===== src/rtl/atm_session_ctrl.sv =====
// ATM session front end: card/PIN admission with lockout, single-request handshake to the
// transaction core, result/inventory reporting and idle-session timeout.
module atm_session_ctrl #(
  parameter int NUM_ACCOUNTS   = 15,
  parameter int MAX_PIN_TRIES  = 3,
  parameter int TIMEOUT_CYCLES = 1000
) (
  input  logic        clk,
  input  logic        rst_n,
  input  logic        card_valid,
  input  logic [3:0]  card_acc,
  input  logic        pin_valid,
  input  logic [15:0] pin_in,
  output logic [3:0]  pin_rd_acc,
  input  logic [15:0] pin_rd_data,
  input  logic        op_valid,
  input  logic [1:0]  op_sel,
  input  logic [3:0]  op_dest,
  input  logic [9:0]  op_amount,
  output logic        core_req,
  output logic [1:0]  core_select,
  output logic [3:0]  core_origin,
  output logic [3:0]  core_purpose,
  output logic [9:0]  core_amount,
  input  logic        core_ack,
  input  logic [1:0]  core_result,
  input  logic [9:0]  core_inventory,
  output logic        status_valid,
  output logic [2:0]  status,
  output logic [9:0]  disp_inventory,
  output logic        session_active
);

  localparam logic [2:0] S_IDLE      = 3'd0;
  localparam logic [2:0] S_WAIT_PIN  = 3'd1;
  localparam logic [2:0] S_CHECK_PIN = 3'd2;
  localparam logic [2:0] S_MENU      = 3'd3;
  localparam logic [2:0] S_ISSUE     = 3'd4;
  localparam logic [2:0] S_WAIT_CORE = 3'd5;
  localparam logic [2:0] S_REPORT    = 3'd6;

  localparam logic [2:0] ST_EJECT    = 3'd0;
  localparam logic [2:0] ST_PIN_OK   = 3'd1;
  localparam logic [2:0] ST_PIN_BAD  = 3'd2;
  localparam logic [2:0] ST_LOCKED   = 3'd3;
  localparam logic [2:0] ST_OP_OK    = 3'd4;
  localparam logic [2:0] ST_OP_FAIL  = 3'd5;
  localparam logic [2:0] ST_TIMEOUT  = 3'd6;
  localparam logic [2:0] ST_BAD_ACCT = 3'd7;

  localparam int TRIES_W = $clog2(MAX_PIN_TRIES + 1);
  localparam int TIMER_W = $clog2(TIMEOUT_CYCLES + 1);
  localparam logic [3:0]         ACC_LIMIT  = 4'(NUM_ACCOUNTS);
  localparam logic [TRIES_W-1:0] TRY_LAST   = TRIES_W'(MAX_PIN_TRIES - 1);
  localparam logic [TIMER_W-1:0] TIMER_LAST = TIMER_W'(TIMEOUT_CYCLES - 1);

  logic [2:0]         r_state;
  logic [3:0]         r_acc;
  logic [15:0]        r_pin;
  logic [TRIES_W-1:0] r_tries;
  logic [15:0]        r_lock;
  logic [TIMER_W-1:0] r_timer;
  logic [1:0]         r_sel;
  logic [3:0]         r_dest;
  logic [9:0]         r_amount;
  logic               r_core_req;
  logic               r_status_valid;
  logic [2:0]         r_status;
  logic [9:0]         r_disp;
  logic               r_active;

  logic w_card_ok;
  logic w_card_locked;
  logic w_pin_match;
  logic w_dest_bad;
  logic w_amount_zero;
  logic w_timer_done;

  assign w_card_ok     = card_acc < ACC_LIMIT;
  assign w_card_locked = r_lock[card_acc];
  assign w_pin_match   = r_pin == pin_rd_data;
  assign w_dest_bad    = (op_dest >= ACC_LIMIT) || (op_dest == r_acc);
  assign w_amount_zero = op_amount == 10'd0;
  assign w_timer_done  = r_timer == TIMER_LAST;

  // User pulses that land while a status pulse is out are dropped, so status_valid
  // can never be high on two consecutive cycles.
  // NOTE: every register here uses non-blocking assignment so all state updates see
  // pre-edge values; the lock bits are plain flops and are cleared by reset with the rest.
  always_ff @(posedge clk or negedge rst_n) begin
    if (!rst_n) begin
      r_state        <= S_IDLE;
      r_acc          <= '0;
      r_pin          <= '0;
      r_tries        <= '0;
      r_lock         <= '0;
      r_timer        <= '0;
      r_sel          <= '0;
      r_dest         <= '0;
      r_amount       <= '0;
      r_core_req     <= 1'b0;
      r_status_valid <= 1'b0;
      r_status       <= '0;
      r_disp         <= '0;
      r_active       <= 1'b0;
    end else begin
      r_status_valid <= 1'b0;
      case (r_state)
        S_IDLE: begin
          r_timer <= '0;
          if (card_valid && !r_status_valid) begin
            if (!w_card_ok) begin
              r_status_valid <= 1'b1;
              r_status       <= ST_BAD_ACCT;
            end else if (w_card_locked) begin
              r_status_valid <= 1'b1;
              r_status       <= ST_LOCKED;
            end else begin
              r_acc   <= card_acc;
              r_tries <= '0;
              r_state <= S_WAIT_PIN;
            end
          end
        end
        S_WAIT_PIN: begin
          if (pin_valid) begin
            r_pin   <= pin_in;
            r_timer <= '0;
            r_state <= S_CHECK_PIN;
          end else if (w_timer_done) begin
            r_status_valid <= 1'b1;
            r_status       <= ST_TIMEOUT;
            r_active       <= 1'b0;
            r_disp         <= '0;
            r_timer        <= '0;
            r_state        <= S_IDLE;
          end else begin
            r_timer <= r_timer + 1'b1;
          end
        end
        S_CHECK_PIN: begin
          r_timer        <= '0;
          r_status_valid <= 1'b1;
          if (w_pin_match) begin
            r_status <= ST_PIN_OK;
            r_tries  <= '0;
            r_active <= 1'b1;
            r_state  <= S_MENU;
          end else if (r_tries == TRY_LAST) begin
            r_lock[r_acc] <= 1'b1;
            r_status      <= ST_LOCKED;
            r_tries       <= '0;
            r_active      <= 1'b0;
            r_disp        <= '0;
            r_state       <= S_IDLE;
          end else begin
            r_tries  <= r_tries + 1'b1;
            r_status <= ST_PIN_BAD;
            r_state  <= S_WAIT_PIN;
          end
        end
        S_MENU: begin
          if (op_valid && !r_status_valid) begin
            r_timer <= '0;
            if (op_sel == 2'd0) begin
              r_status_valid <= 1'b1;
              r_status       <= ST_EJECT;
              r_active       <= 1'b0;
              r_disp         <= '0;
              r_state        <= S_IDLE;
            end else if (op_sel == 2'd3 && w_dest_bad) begin
              r_status_valid <= 1'b1;
              r_status       <= ST_BAD_ACCT;
            end else if (op_sel[1] && w_amount_zero) begin
              r_status_valid <= 1'b1;
              r_status       <= ST_OP_FAIL;
            end else begin
              r_sel    <= op_sel;
              r_dest   <= op_dest;
              r_amount <= op_amount;
              r_state  <= S_ISSUE;
            end
          end else if (w_timer_done) begin
            r_status_valid <= 1'b1;
            r_status       <= ST_TIMEOUT;
            r_active       <= 1'b0;
            r_disp         <= '0;
            r_timer        <= '0;
            r_state        <= S_IDLE;
          end else begin
            r_timer <= r_timer + 1'b1;
          end
        end
        S_ISSUE: begin
          r_core_req <= 1'b1;
          r_state    <= S_WAIT_CORE;
        end
        S_WAIT_CORE: begin
          if (core_ack) begin
            r_core_req     <= 1'b0;
            r_status_valid <= 1'b1;
            r_status       <= (core_result == 2'd3) ? ST_OP_OK : ST_OP_FAIL;
            if (r_sel == 2'd1) r_disp <= core_inventory;
            r_state        <= S_REPORT;
          end
        end
        S_REPORT: begin
          r_state <= S_MENU;
        end
        default: begin
          r_state <= S_IDLE;
        end
      endcase
    end
  end

  assign pin_rd_acc     = r_acc;
  assign core_req       = r_core_req;
  assign core_select    = r_sel;
  assign core_origin    = r_acc;
  assign core_purpose   = r_dest;
  assign core_amount    = r_amount;
  assign status_valid   = r_status_valid;
  assign status         = r_status;
  assign disp_inventory = r_disp;
  assign session_active = r_active;

endmodule


===== config.mk =====
export PLATFORM = sky130hd
export DESIGN_NAME = atm_session_ctrl
export DESIGN_NICKNAME = d
export VERILOG_FILES = /design/src/rtl/atm_session_ctrl.sv
export SDC_FILE = /design/constraint.sdc
export NUM_CORES = 1
export LEC_CHECK = 0
export ABC_AREA = 1
export CAP_MARGIN = 20
export CORE_MARGIN = 1.5
export CORE_UTILIZATION = 38
export DETAILED_ROUTE_END_ITERATION = 7
export HOLD_SLACK_MARGIN = 0.02
export SKIP_LAST_GASP = 1
export SLEW_MARGIN = 5
export SYNTH_ARGS = -nofsm -noshare
export SYNTH_HDL_FRONTEND = slang
export SYNTH_SLANG_ARGS = --single-unit

===== constraint.sdc =====
create_clock -name clk -period 2.05 [get_ports clk]
set_clock_uncertainty 0.2 [all_clocks]
set_input_delay 0.205 -clock clk [delete_from_list [all_inputs] [get_ports clk]]
set_output_delay 0.205 -clock clk [all_outputs]
set_load 0.03 [all_outputs]

==> results.yml <==
setup_path:
  cp-end-kind: "output port"
  cp_slowest_cell: "clkdlybuf4s50_1"
  timing.rr.start: "r_state[0]$_DFFE_PN0P_"
  reg2regPathDepth: 10
  critical-path-top-delay-family: "buffers and inverters"
  cp-start-kind: "flop"
  critPathMaxStageDelay_ns: 0.73
  critPathKind: "reg -> out"
  path_max_fanout: 8
  regToRegEndpoint: "disp_inventory[6]$_DFFE_PN0P_"
  r2r_setup_slack_ns: 0.15
  crit_buf_inv: 1
  arrival_ns: 1.56
  required_ns: 1.64
  path_cells: "clkdlybuf4s50_1"
floorplan:
  rows: 40
  die_h_um: 114
  dieArea_sq_um: 13000
  ios: 110
  initial_core_util_pct: 39.1
  core_area_sq_um: 12000
  die_w_um: 114
power_and_ir_drop:
  switching_share_pct: 41.8
  powerDensity_nw_per_um2: 1240
  ir_worst_vdd_mv: 0.771
  p_clk_share_pct: 19.0
  intPower_uw: 4640
  p_leak_uw: 0.00309
  p_switching_uw: 3340
  p_comb_share_pct: 49.2
  power_frac_seq_pct: 31.8
synth:
  synth.distinct_cells: 35
  yosysTopAreaCell: "dfrtp_1"
  ys_warn_count: 0
  yosysMostFrequentCell: "nand2_1"
  synth_top_area_share_pct: 44.2
  synth_fp_nets: 697
  syn_area_sq_um: 4700
  async_reset_ff_share_pct: 100
  avgSynthCellArea_sq_um: 7.50
  yosys-top-cells-count: "nand2_1, inv_1, dfrtp_1"
  synth_flop_cell: "dfrtp_1"
  synth_edf_count: 0
  synth_cells: 626
  yosys-top-cells-area: "dfrtp_1, nand2_1, inv_1"
  ys_seq_elements: 83
  synth_seq_area_share_pct: 44.2
timing:
  fmax_mhz: 508
  worst_slew_pin_slew_ns: 0.367
  finalSetupViolCount: 0
  relSlewSlack_pct: 75.5
  grt_setup_unrepaired: "no"
  period_minus_slack_ns: 1.97
  holdWs_ns: 0.121
  hold_viol: 0
  fin_ws_ns: 0.0801
  slew_viol_final: 0
  period_share_pct: 96.1
placement:
  place_hpwl_um: 9150
  place.gp.congestion: 0.863
  dp.cells: 892
  placed_cell_area_sq_um: 6090
  port_buffers: 109
  pre_cts_ws_ns: -0.0671
final_layout:
  fill_cells: 1221
  synthToLayoutAreaGrowth_pct: 36.5
  fin_nets: 831
  post-route-cell-area_sq_um: 6410
  final_cells: 912
  drive_gt1_share_pct: 11.8
  n_antenna_cell: 0
global_route:
  grt_usage_pct: 20.0
  gr-total-overflow: 0
  grt_start_max_net_pins: 40
  grt_first_pass_wirelength_um: 20600
  antenna_found_initial: 0
  grt_pass1_vias: 4399
cts:
  cts.clk_slew.worst_paths_ns: 0.06
  cts_tree: "built"
  htree_levels: 3
  clk_path_buf_depth: 2
  numCtsBuffers: 9
  root_buffer: "clkbuf_16"
  clkLatencyLatePin_ns: 0.34
  cts.sinks: 83
run_status:
  status: "complete, no violations"
drt:
  drt_first_iter_violations: 250
  avgRoutedWirePerCell_um: 13.2
  wirelength_um: 12100
  via_per_inst: 4.89
  vias: 4457
  dr.pass1.iters: 5
  drc: 0
  antenna_left: 0
flow_run:
  maxCapViolCount: 0
min_path:
  hp-class: "in -> async"
through the flow:
| stage | util [%] | power [uW] | TNS, ns |
|---|---|---|---|
| 6_report | 53.4 | 7970 | 0 |
| 5_1_grt | 53.4 | 8600 | 0 |
| 4_1_cts | 53.1 | 7990 | 0 |
| 3_5_place_dp | 50.7 | 6420 | -0.769 |
| 3_3_place_gp | 50.7 | 6370 | -0.356 |
| 2_1_floorplan | - | 5080 | 0 |
power by group through the flow:
stage	sequential, uW	clock [uW]	combinational, uW
CTS	2550	1570	3880
global route	2610	1640	4340
finish	2530	1520	3920
global placement	2550	0	3820
floorplan	2970	0	2110
detailed placement	2570	0	3860
layout by cell type (no fill, tap or decap), drive strengths merged, types with 3 or more instances in the layout:
cell           count
a21oi             18
inv               90
nand3             42
buf               33
clkdlybuf4s50    108
and3              11
o21bai            13
clkinv             3
xor2               5
nor2              70
nand2            187
dfrtp             83
nor3               5
nand4             19
nand3b             3
mux2               7
o21ai             47
clkbuf            14
worst reg2reg max path: stages, from the launching register on:
cell and delay (ns):
dfrtp_1 0.44, inv_2 0.13, nor2_4 0.05, inv_2 0.12, nor2_2 0.05, nand2_1 0.18
buf_12 0.20, nand3_2 0.11, buf_12 0.18, nand2_1 0.08, o21ai_2 0.05
what timing repair did:
action | in CTS | in global routing
hold buffers | 1 | 0
hold endpoints to repair | 83 | 0
setup endpoints to repair | 0 | 22
resized for setup | 0 | 2
buffers inserted | 0 | 3
worst max path at each step:
stage                                           from                       endpoint  slack [ns]  depth (start not counted)
after floorplan               r_timer[0]$_DFFE_PN0P_  disp_inventory[0]$_DFFE_PN0P_        0.27                          7
final                     core_origin[1]$_DFFE_PN0P_                 core_origin[1]        0.08                          1
after CTS                     r_state[2]$_DFFE_PN0P_         r_state[0]$_DFFE_PN0P_        0.05                         10
after detailed placement              pin_rd_data[6]         r_lock[14]$_DFFE_PN0P_       -0.07                         12
after global routing            r_pin[4]$_DFFE_PN0P_         r_lock[11]$_DFFE_PN0P_       0.008                         10
after global placement                   card_acc[2]         r_tries[1]$_DFFE_PN0P_       -0.04                         11
registers in the layout (all words and copies together) (netlist names):
register	cells
r_lock	16
r_pin	16
core_amount	10
disp_inventory	10
r_timer	10
core_origin	4
core_purpose	4
r_state	3
status	3
core_select	2
r_tries	2
core_req	1
session_active	1
status_valid	1
metal layers:
metal	up-vias	track usage, %	wire length (um)
met4	0	9.00	231
met2	119	32.8	5590
met5	-	0	0
met1	2063	26.1	5600
met3	18	3.28	645
li1	2257	-	-
final cells by class:
cell class                 instances  area (sq um)  area share [%]
multi-input combinational        433          2150            33.5
sequential                        83          2080            32.4
timing repair buffer             142          1390            21.7
inverter                          91           342            5.33
clock buffer                      14           264            4.12
tap                              147           184            2.87
clock inverter                     2          10.0           0.156
cell families after synthesis:
logic type,Yosys count,synth area share (%)
adders and majority gates,1,0.266
buffers and inverters,110,10.1
and+or+nand+nor,338,32.0
xor gates and xnor gates,5,0.932
AOI/OAI and AO/OA,82,10.7
DFF,83,44.2
muxes,7,1.76
(Power assumes the default switching activity.)
